File: config.mk
export PLATFORM = sky130hd
export DESIGN_NAME = fetch_controller_flat
export DESIGN_NICKNAME = d
export VERILOG_FILES = /design/src/rtl/fetch_controller_if.sv /design/src/rtl/fetch_controller.sv /design/src/flat_wrapper.sv
export SDC_FILE = /design/constraint.sdc
export NUM_CORES = 1
export LEC_CHECK = 0
export ABC_AREA = 1
export BUFFER_PORTS_ARGS = -buffer_cell sky130_fd_sc_hd__buf_2
export CAP_MARGIN = 20
export CORE_MARGIN = 3
export CORE_UTILIZATION = 35
export CTS_CLUSTER_SIZE = 8
export DETAILED_ROUTE_END_ITERATION = 8
export PLACE_DENSITY = 0.79
export SLEW_MARGIN = 10
export SYNTH_ARGS = -nofsm -noshare
export SYNTH_HDL_FRONTEND = slang
export SYNTH_SLANG_ARGS = --single-unit
export TNS_END_PERCENT = 10
File: constraint.sdc
create_clock -name clk -period 1.7 [get_ports clk]
set_input_delay 0.34 -clock clk [delete_from_list [all_inputs] [get_ports clk]]
set_output_delay 0.34 -clock clk [all_outputs]
set_load 0.03 [all_outputs]
File: src/rtl/fetch_controller_if.sv
// Fetch controller bus: run control, redirect, boot loader port and instruction-memory drive.
// The controller uses the master modport; whatever drives it uses slave.
interface fetch_controller_if #(
    parameter int unsigned ADDR_W = 12,
    parameter int unsigned DATA_W = 16
);
    logic              run_en;
    logic              halt_req;
    logic              stall;
    logic              branch_taken;
    logic [ADDR_W-1:0] branch_target;
    logic              load_req;
    logic              load_valid;
    logic [ADDR_W-1:0] load_addr;
    logic [DATA_W-1:0] load_data;
    logic              load_ack;
    logic [ADDR_W-1:0] imem_addr;
    logic              imem_we;
    logic [DATA_W-1:0] imem_wdata;
    logic [ADDR_W-1:0] fetch_pc;
    logic              fetch_valid;
    logic              flush;
    logic [1:0]        state;

    modport master (
        input  run_en, halt_req, stall, branch_taken, branch_target,
        input  load_req, load_valid, load_addr, load_data,
        output load_ack, imem_addr, imem_we, imem_wdata,
        output fetch_pc, fetch_valid, flush, state
    );

    modport slave (
        output run_en, halt_req, stall, branch_taken, branch_target,
        output load_req, load_valid, load_addr, load_data,
        input  load_ack, imem_addr, imem_we, imem_wdata,
        input  fetch_pc, fetch_valid, flush, state
    );
endinterface

File: src/rtl/fetch_controller.sv
// Instruction fetch controller: IDLE/LOAD/RUN/HALT FSM, PC sequencing with branch redirect and flush.
// Define FETCH_BOOT_LOAD_EN to enable the boot loader write port and the LOAD state.
module fetch_controller #(
    parameter int unsigned       ADDR_W   = 12,
    parameter int unsigned       DATA_W   = 16,
    parameter logic [ADDR_W-1:0] RESET_PC = '0
) (
    input logic                 clk,
    input logic                 reset,
    fetch_controller_if.master  bus
);

    typedef enum logic [1:0] {
        StIdle = 2'b00,
        StLoad = 2'b01,
        StRun  = 2'b10,
        StHalt = 2'b11
    } state_e;

    state_e            state_q, state_d;
    logic [ADDR_W-1:0] pc_q, pc_d;
    logic              flush_q, flush_d;
    logic              load_req;

`ifdef FETCH_BOOT_LOAD_EN
    assign load_req = bus.load_req;
`else
    assign load_req = 1'b0;
    logic unused_load;
    assign unused_load = ^{bus.load_req, bus.load_valid, bus.load_addr, bus.load_data};
`endif

    always_comb begin
        state_d = state_q;
        pc_d    = pc_q;
        flush_d = 1'b0;
        unique case (state_q)
            StIdle: begin
                if (load_req) begin
                    state_d = StLoad;
                end else if (bus.run_en) begin
                    state_d = StRun;
                    pc_d    = RESET_PC;
                end
            end
            StLoad: begin
                if (!load_req) state_d = StIdle;
            end
            StRun: begin
                // Branch wins over stall; the PC update still applies on the exit cycle.
                if (bus.branch_taken) begin
                    pc_d = bus.branch_target;
                end else if (!bus.stall) begin
                    pc_d = pc_q + ADDR_W'(1);
                end
                if (bus.halt_req || !bus.run_en) begin
                    state_d = StHalt;
                end else begin
                    flush_d = bus.branch_taken;
                end
            end
            StHalt: begin
                if (load_req) begin
                    state_d = StLoad;
                end else if (bus.run_en && !bus.halt_req) begin
                    state_d = StRun;
                end
            end
            default: state_d = StIdle;
        endcase
    end

    always_ff @(posedge clk or posedge reset) begin
        if (reset) begin
            state_q <= StIdle;
            pc_q    <= RESET_PC;
            flush_q <= 1'b0;
        end else begin
            state_q <= state_d;
            pc_q    <= pc_d;
            flush_q <= flush_d;
        end
    end

`ifdef FETCH_BOOT_LOAD_EN
    logic load_active;
    logic load_write;
    assign load_active    = (state_q == StLoad);
    assign load_write     = load_active && bus.load_valid;
    assign bus.imem_we    = load_write;
    assign bus.load_ack   = load_write;
    assign bus.imem_addr  = load_active ? bus.load_addr : pc_q;
    assign bus.imem_wdata = load_active ? bus.load_data : '0;
`else
    assign bus.imem_we    = 1'b0;
    assign bus.load_ack   = 1'b0;
    assign bus.imem_addr  = pc_q;
    assign bus.imem_wdata = '0;
`endif

    assign bus.fetch_pc    = pc_q;
    assign bus.fetch_valid = (state_q == StRun) && !flush_q;
    assign bus.flush       = flush_q;
    assign bus.state       = state_q;

endmodule

File: src/flat_wrapper.sv
// flat-port wrapper written by rule: the top's interface ports become plain ports
module fetch_controller_flat 
#(
    parameter int unsigned       ADDR_W   = 12,
    parameter int unsigned       DATA_W   = 16,
    parameter logic [ADDR_W-1:0] RESET_PC = '0
)
  (clk, reset, bus_run_en, bus_halt_req, bus_stall, bus_branch_taken, bus_branch_target, bus_load_req, bus_load_valid, bus_load_addr, bus_load_data, bus_load_ack, bus_imem_addr, bus_imem_we, bus_imem_wdata, bus_fetch_pc, bus_fetch_valid, bus_flush, bus_state);
  fetch_controller_if #(.ADDR_W(ADDR_W), .DATA_W(DATA_W)) bus_i ();
  input logic clk;
  input logic reset;
  input wire logic [$bits(bus_i.run_en)-1:0] bus_run_en;
  input wire logic [$bits(bus_i.halt_req)-1:0] bus_halt_req;
  input wire logic [$bits(bus_i.stall)-1:0] bus_stall;
  input wire logic [$bits(bus_i.branch_taken)-1:0] bus_branch_taken;
  input wire logic [$bits(bus_i.branch_target)-1:0] bus_branch_target;
  input wire logic [$bits(bus_i.load_req)-1:0] bus_load_req;
  input wire logic [$bits(bus_i.load_valid)-1:0] bus_load_valid;
  input wire logic [$bits(bus_i.load_addr)-1:0] bus_load_addr;
  input wire logic [$bits(bus_i.load_data)-1:0] bus_load_data;
  output wire logic [$bits(bus_i.load_ack)-1:0] bus_load_ack;
  output wire logic [$bits(bus_i.imem_addr)-1:0] bus_imem_addr;
  output wire logic [$bits(bus_i.imem_we)-1:0] bus_imem_we;
  output wire logic [$bits(bus_i.imem_wdata)-1:0] bus_imem_wdata;
  output wire logic [$bits(bus_i.fetch_pc)-1:0] bus_fetch_pc;
  output wire logic [$bits(bus_i.fetch_valid)-1:0] bus_fetch_valid;
  output wire logic [$bits(bus_i.flush)-1:0] bus_flush;
  output wire logic [$bits(bus_i.state)-1:0] bus_state;
  assign bus_i.run_en = bus_run_en;
  assign bus_i.halt_req = bus_halt_req;
  assign bus_i.stall = bus_stall;
  assign bus_i.branch_taken = bus_branch_taken;
  assign bus_i.branch_target = bus_branch_target;
  assign bus_i.load_req = bus_load_req;
  assign bus_i.load_valid = bus_load_valid;
  assign bus_i.load_addr = bus_load_addr;
  assign bus_i.load_data = bus_load_data;
  assign bus_load_ack = bus_i.load_ack;
  assign bus_imem_addr = bus_i.imem_addr;
  assign bus_imem_we = bus_i.imem_we;
  assign bus_imem_wdata = bus_i.imem_wdata;
  assign bus_fetch_pc = bus_i.fetch_pc;
  assign bus_fetch_valid = bus_i.fetch_valid;
  assign bus_flush = bus_i.flush;
  assign bus_state = bus_i.state;
  fetch_controller #(.ADDR_W(ADDR_W), .DATA_W(DATA_W), .RESET_PC(RESET_PC)) u_core (.clk(clk), .reset(reset), .bus(bus_i));
endmodule
## Word-level counts from Yosys, hierarchy flattened

Cells that the tools add are included.

| cells by class | value |
|---|---|
| equal/unequal tests | 7 |
| reduce and logical (&&, ||, !) cells | 10 |
| $mul | 0 |
| order comparisons | 0 |
| add/sub/neg operators | 1 |
| shift-type cells | 0 |
| multiplexer cells | 10 |
| divide/modulo/power cells | 0 |
| bitwise operators | 0 |

Operators with widths:

| operator | count |
|---|---|
| 12-bit 2-to-1 mux | 3 |
| 12-bit case mux with 2 select lines | 1 |
| 12-bit by 1-bit adder with 12-bit output, second input constant | 1 |
| 2-bit case mux with 4 select lines | 1 |
| 2-bit 2-to-1 mux | 3 |
| 3-bit AND reduction | 2 |
| 2-bit equality test, second input constant | 2 |
| 2-bit by 1-bit != test with 1-bit output, second input constant | 2 |
| 1-bit logical NOT | 3 |
| 3-bit != test, second input constant | 1 |
| 2-bit by 1-bit equality test with 1-bit output, second input constant | 1 |
| 1-bit logical AND | 2 |
| 2-bit logical NOT | 1 |
| 1-bit 2-to-1 mux | 2 |
| 2-bit != test, second input constant | 1 |
| 2-bit nonzero test | 1 |
| 1-bit logical OR | 1 |

| storage, ports and cells | value |
|---|---|
| bits in read-only memories | 0 |
| output and inout bits | 46 |
| flip-flop bits (word level) | 15 |
| input bits | 48 |
| bits in latches | 0 |
| memory bits (writable) | 0 |
| word-level logic and storage cells | 31 |
| memories kept | 0 |

## Depth between registers and ports, before layout

Gate-level depths: netlist of run 1.

| logic depth | value |
|---|---|
| depth in word-level cells | 4 |
| mapped depth | 8 |

## Worst setup path before layout of run 1

OpenSTA, ideal clock, no wires.

| timing | value |
|---|---|
| path type | reg-to-output |
| start | register u_core.state_q[0] (netlist: u_core.bus.state[0]) |
| end | output bus_fetch_valid |
| path slack | 0.188 ns |
| stages on the path, launching flop included | 4 |
| data arrival time | 1.172 ns |
| cells stage by stage | dfrtp_1 -> inv_1 -> nand2_1 -> nor2_1 |

| between the ends | value |
|---|---|
| longest elaborated chain between the ends | 2 |

Ends and longest elaborated chain:

| element | line | text |
|---|---|---|
| start: declaration | fetch_controller.sv:20 | `state_e state_q, state_d;` |
| start signal: assignment | fetch_controller.sv:75 | `state_q <= StIdle;` |
| start signal: assignment | fetch_controller.sv:79 | `state_q <= state_d;` |
| 2-bit equality test | fetch_controller.sv:102 | `assign bus.fetch_valid = (state_q == StRun) && !flush_q;` |
| 1-bit logical AND | fetch_controller.sv:102 |  |
| end: declaration | flat_wrapper.sv:26 | `output wire logic [$bits(bus_i.fetch_valid)-1:0] bus_fetch_valid;` |

Every way passes these cells.

## Worst setup path in the final report of run 1

Same ends and word-level chain as after synthesis.

==> flow_metrics.tcl, run 1 <==
set metrics [dict create \
    arrival_ns 1.22 \
    gr-total-overflow 0 \
    fin_cells 247 \
    cts_tree "yes" \
    synth_area_leaders "dfrtp_1 (31%), buf_4 (19%), nand2_1 (11%)" \
    place_congestion 0.839 \
    pwr-share-seq_pct 37.1 \
    antenna_found_initial 0 \
    grt_pass1_wl_mm 4.16 \
    vias 1102 \
    ys_seq_area_share_pct 31.1 \
    cts.htree.levels 1 \
    status "finished, final reports clean" \
    cts_setup_buffers 0 \
    clock_skew_ns 0.00836 \
    yosys.area.top_type "dfrtp_1" \
    core_mm2 0.00318 \
    dieHeight_um 64.7 \
    grt_max_degree 21 \
    irDropWorstVdd_mv 0.426 \
    p_int_uw 683 \
    ant_nets 0 \
    cap_violations 0 \
    fp-row-count 20 \
    ios 94 \
    p_leak_uw 0.000737 \
    synth_warnings 0 \
    initial_utilization_pct 38.0 \
    period_needed_ns 1.56 \
    combPwrFrac_pct 47.2 \
    drt_first_pass_iters 4 \
    dpl-instance-area_mm2 0.00131 \
    power.net_switching_uw 690 \
    grt_use_total_pct 12.5 \
    powerDensity_mw_per_mm2 1030 \
    drtIter0Drc 35 \
    layout-drive-gt1-share_pct 28.6 \
    cts_resized 0 \
    clock_path_buffers 2 \
    hold_viol 0 \
    postCtsHoldBufs 0 \
    finalPower_uw 1370 \
    cts-root-buf "clkbuf_4" \
    cp_max_fo 4 \
    path_clk_slew_ns 0.10 \
    worstSetupPathType "flop to primary output" \
    rsz0062_at_grt "no" \
    max_freq_mhz 639 \
    portBuffers 45 \
    synth_cell_types 25 \
    worst_pin_slew_ns 0.608 \
    dp_hpwl_mm 1.98 \
    slew_headroom_pct 59.4 \
    area_delta_synth_final_pct 11.0 \
    design_area_mm2 0.00134 \
    insertion_delay_ns 0.29 \
    critPathSlowestCell "dfrtp_1" \
    startpoint_type "flop" \
    cpPeakStageDelay_ns 0.43 \
    syn_area_mm2 0.00121 \
    diodes 0 \
    die_x_um 64.7 \
    worstPathCellList "inv_1 > nand2_1 > nor2_1 > buf_2" \
    wirelength_mm 2.60 \
    finalCritPeriodShare_pct 92.0 \
    synthCells 169 \
    wl_per_cell_um 10.5 \
    crit_path_end_kind "primary output" \
    place_inst 243 \
    drc 0 \
    n_fill_cell 346 \
    ys_ff_latch 15 \
    syn_avg_cell_area_um2 7.14 \
    r2r_cells 8 \
    cts_buffers 3 \
    clock_sinks 15 \
    tns_ns 0 \
    grt_pass1_vias 927 \
    slew_viol_final 0 \
    min_path_type "input pin to async pin" \
    synth_top_area_share_pct 31.1 \
    p_clk_share_pct 15.7 \
    cp.required_ns 1.36 \
    p_sw_share_pct 50.3 \
    finalSetupViolations 0 \
    nets 253 \
    die-area_mm2 0.00419 \
    vias_per_cell 4.46 \
]
[cells in the mapped netlist]
library cell  instances
ha_1                  1
o31ai_4               1
dfrtp_1              15
nor2_1               25
o21ai_0               8
nand2_2               1
o31ai_2               1
nor2_2                3
nand3_1              13
buf_6                 1
nand4_1               3
inv_2                 2
mux2i_1               1
nand3b_1              2
buf_2                 1
clkbuf_1              1
buf_4                30
xor2_1                3
conb_1                1
inv_1                14
o22ai_1               1
nand3_4               1
nand2_1              35
nor4_1                1
o21ai_1               4
[logic make-up after synthesis]
group | after synthesis | synth area share (%)
AOI/OAI and AO/OA | 15 | 8.30
xor gates and xnor gates | 3 | 2.18
adders and majority gates | 1 | 1.04
buffers and inverters | 49 | 25.3
DFF | 15 | 31.1
muxes | 1 | 0.830
other | 1 | 0.311
and+or+nand+nor | 84 | 30.9
[final timing paths]
| path | startpoint | to | slack, ns |
|---|---|---|---|
| worst max-delay path | u_core.bus.state[0]$_DFFE_PP0P_ | bus_fetch_valid | 0.14 |
| worst min-delay path | reset | u_core.bus.fetch_pc[11]$_DFFE_PP0P_ | 0.1 |
| worst max register to register | u_core.bus.fetch_pc[0]$_DFFE_PP0P_ | u_core.bus.fetch_pc[8]$_DFFE_PP0P_ | 0.29 |
| worst min register to register | u_core.bus.fetch_pc[11]$_DFFE_PP0P_ | u_core.bus.fetch_pc[11]$_DFFE_PP0P_ | 0.58 |
| max in group asynchronous | reset | u_core.bus.fetch_pc[5]$_DFFE_PP0P_ | 1.20 |
| min in group clk | bus_halt_req | u_core.bus.flush$_DFF_PP0_ | 0.22 |
[sequential cells by signal, summed over array words and instances, names as in the netlist]
| signal | count |
|---|---|
| u_core.bus.fetch_pc | 12 |
| u_core.bus.state | 2 |
| u_core.bus.flush | 1 |
[cell type report]
type,instances,area (µm²),area share (%)
multi-input combinational,122,589,44.0
sequential,15,375,28.0
timing repair buffer,46,233,17.4
inverter,16,60.1,4.49
tap,44,55.1,4.11
clock buffer,4,26.3,1.96
[critical path, delay by kind of cell, from the launching register on]
| family | cells | cell delay (ns) |
|---|---|---|
| AND/OR/NAND/NOR | 2 | 0.18 |
| flip-flops | 1 | 0.43 |
| buffers and inverters | 2 | 0.32 |
[power groups by stage]
| stage | Combinational (µW) | Clock (µW) | Sequential, µW |
|---|---|---|---|
| 2_1_floorplan | 477 | 0 | 617 |
| 3_3_place_gp | 646 | 0 | 514 |
| 3_5_place_dp | 652 | 0 | 517 |
| 4_1_cts | 654 | 222 | 511 |
| 5_1_grt | 702 | 240 | 525 |
| 6_report | 648 | 215 | 510 |
[per-layer routing]
layer	vias up	part of all wire (%)	wire, µm	global-route usage, %
li1	560	-	-	-
met1	494	46	1180	16.9
met2	43	46	1180	19.7
met3	5	7.5	194	2.43
met4	0	1.5	38	4.75
met5	-	0	0	0
[cells in the final DEF (no fill, tap or decap)]
cell	instances
conb_1	18
nand2_1	35
clkbuf_1	1
nor2_1	25
nor4_1	1
xor2_1	3
o22ai_1	1
nor2_2	3
o21ai_0	8
nand3_4	1
clkbuf_4	3
buf_4	1
o21ai_1	4
inv_1	14
dfrtp_1	15
nand3b_1	2
mux2i_1	1
buf_2	45
nand2_2	1
o31ai_2	1
nand3_1	13
ha_1	1
nand4_1	3
o31ai_4	1
inv_2	2
[metrics by stage]
step | setup WS (ns) | hold slack, ns | utilization [%]
after floorplan | 0.188 | 0.241 | -
after detailed placement | 0.303 | 0.452 | 41.3
after global routing | 0.0599 | 0.164 | 42.1
final | 0.136 | 0.0974 | 42.1
after global placement | 0.322 | 0.449 | 41.3
after CTS | 0.127 | 0.132 | 42.1
No activity file was read; power rests on OpenSTA's default activity.
==> inputs of run 2 (changes only) <==
Settings changed: ABC_AREA 1 to not set, PLACE_DENSITY 0.79 to 0.81.
==> flow_metrics.tcl, run 2 <==
set metrics [dict create \
    status "finished, final reports clean" \
    grt_max_degree 24 \
    die-area_mm2 0.00394 \
    fp-row-count 19 \
    die_x_um 62.8 \
    clock_path_buffers 2 \
    ys_seq_area_share_pct 33.3 \
    grt_use_total_pct 13.2 \
    drtIter0Drc 26 \
    clock_sinks 15 \
    place_congestion 0.834 \
    yosysMostFrequentCell "buf_4" \
    finalCritPeriodShare_pct 94.9 \
    hold_viol 0 \
    area_delta_synth_final_pct 15.9 \
    layout_common_cells "buf_2 (44), conb_1 (18), o21ai_1 (16)" \
    synth_common_cells "buf_4 (30), o21ai_1 (16), dfrtp_1 (15)" \
    slew_viol_final 0 \
    dp_hpwl_mm 2.06 \
    syn_area_mm2 0.00113 \
    drc 0 \
    vias_per_cell 4.80 \
    multi_input_area_um2 567 \
    dieHeight_um 62.8 \
    portBuffers 45 \
    cts_tree "yes" \
    clock_skew_ns 0.00152 \
    grt_pass1_vias 920 \
    synth_warnings 0 \
    synth_cell_types 35 \
    path_clk_slew_ns 0.09 \
    diodes 0 \
    drt_first_pass_iters 4 \
    max_freq_mhz 620 \
    tns_ns 0 \
    synthCells 137 \
    core_mm2 0.00290 \
    wl_per_cell_um 12.8 \
    worst_pin_slew_ns 0.615 \
    min_path_type "input pin to async pin" \
    gr-total-overflow 0 \
    cap_violations 0 \
    final_common_cell "buf_2" \
    cts_buffers 3 \
    ant_nets 0 \
    async_flop_share_pct 100 \
    cp_max_fo 5 \
    synthFlopType "dfrtp_1" \
    insertion_delay_ns 0.29 \
    irDropWorstVdd_mv 0.465 \
    syn_avg_cell_area_um2 8.24 \
    finalSetupViolations 0 \
    cts_setup_buffers 0 \
    slew_headroom_pct 58.9 \
    p_leak_uw 0.000674 \
    worstSetupPathType "flop to primary output" \
    initial_utilization_pct 38.9 \
    nets 224 \
    grt_pass1_wl_mm 4.24 \
    layout-drive-gt1-share_pct 32.8 \
    fin_util_pct 45.1 \
    ys_ff_latch 15 \
    period_needed_ns 1.61 \
    startpoint_type "flop" \
    rrSetupSlack_ns 0.11 \
    crit_path_end_kind "primary output" \
    rsz0062_at_grt "no" \
    seqCellArea_um2 378 \
    cts-root-buf "clkbuf_4" \
    ios 94 \
    vias 1037 \
    largest_register_ffs 12 \
    antenna_found_initial 0 \
    cp.required_ns 1.36 \
    synth_top_area_share_pct 33.3 \
    powerDensity_mw_per_mm2 1040 \
    postCtsHoldBufs 0 \
    n_fill_cell 299 \
    wirelength_mm 2.76 \
    yosys.area.top_type "dfrtp_1" \
    synth_edf_count 0 \
    arrival_ns 1.27 \
    synth_area_leaders "dfrtp_1 (33%), buf_4 (20%), o21ai_1 (7.1%)" \
    cts.htree.levels 1 \
]
-- run 2: cell types whose count changed after synthesis, sizes merged, moves of 3 or more --
| cell | delta |
|---|---|
| xor2 | -3 |
| nor2 | -21 |
| o21ai | +4 |
| a21oi | +7 |
| nor4 | +3 |
| and3 | +3 |
| nand2 | -30 |
| inv | -11 |
| nor3 | +4 |
| nor2b | +6 |
| nand3 | -10 |
| a31oi | +3 |
-- run 2: routing by layer --
metal	up-vias	share of wire [%]	track usage, %
met5	-	0	0
met1	458	43	16.6
met2	60	47	21.6
met3	2	9.7	5.22
li1	517	-	-
met4	0	0.29	2.48
-- run 2: worst paths after layout --
check / from / end / depth (start not counted)
worst max-delay path: u_core.bus.state[0]$_DFFE_PP0P_ / bus_fetch_valid / 4
worst min-delay path: reset / u_core.bus.fetch_pc[2]$_DFFE_PP0P_ / 2
worst max register to register: u_core.bus.fetch_pc[1]$_DFFE_PP0P_ / u_core.bus.fetch_pc[8]$_DFFE_PP0P_ / 5
worst min register to register: u_core.bus.state[1]$_DFFE_PP0P_ / u_core.bus.state[1]$_DFFE_PP0P_ / 1
max in group asynchronous: reset / u_core.bus.state[1]$_DFFE_PP0P_ / 2
min in group clk: bus_run_en / u_core.bus.state[0]$_DFFE_PP0P_ / 2
-- run 2: worst max-delay path, cell delays in order, from the launching register on --
cell,delay (ns)
dfrtp_1,0.38
buf_4,0.16
nor2b_4,0.13
nor2b_2,0.15
buf_4,0.16
-- run 2: cells by family after synthesis --
kind of cell               Yosys count  share of synthesized area (%)
and+or+nand+nor                     41                           19.8
buffers and inverters               39                           23.1
AOI/OAI and AO/OA                   38                           20.7
DFF                                 15                           33.3
adders and majority gates            1                           1.11
other                                1                          0.332
xor gates and xnor gates             1                          0.776
muxes                                1                          0.887
-- run 2: where the power goes --
group	total [µW]	internal (µW)	leakage [µW]	switching [µW]
clock	216	91.4	0.0000150	124
sequential	506	417	0.000185	88.8
combinational	638	182	0.000474	456
total	1360	691	0.000674	669
-- run 2: metrics by stage --
step / cell area (µm²) / hold slack, ns / setup WS [ns] / std cells / power (µW)
after floorplan: 1190 / 0.241 / 0.0513 / 154 / 1050
after global placement: 1270 / 0.432 / 0.0745 / 212 / 1140
after detailed placement: 1270 / 0.446 / 0.0484 / 212 / 1150
after CTS: 1290 / 0.123 / 0.00484 / 216 / 1360
after global routing: 1310 / 0.140 / 0.000928 / 216 / 1430
final: 1310 / 0.104 / 0.0861 / 216 / 1360
-- run 2: area by class of cell --
type,count,area share [%]
timing repair buffer,50,20.3
sequential,15,28.9
inverter,5,1.44
clock buffer,4,2.01
multi-input combinational,100,43.3
tap,42,4.02
-- run 2: timing repair --
item	4_1_cts	5_1_grt
setup endpoints to repair	1	3
endpoints found under the hold margin	0	0
gates resized for setup	1	6
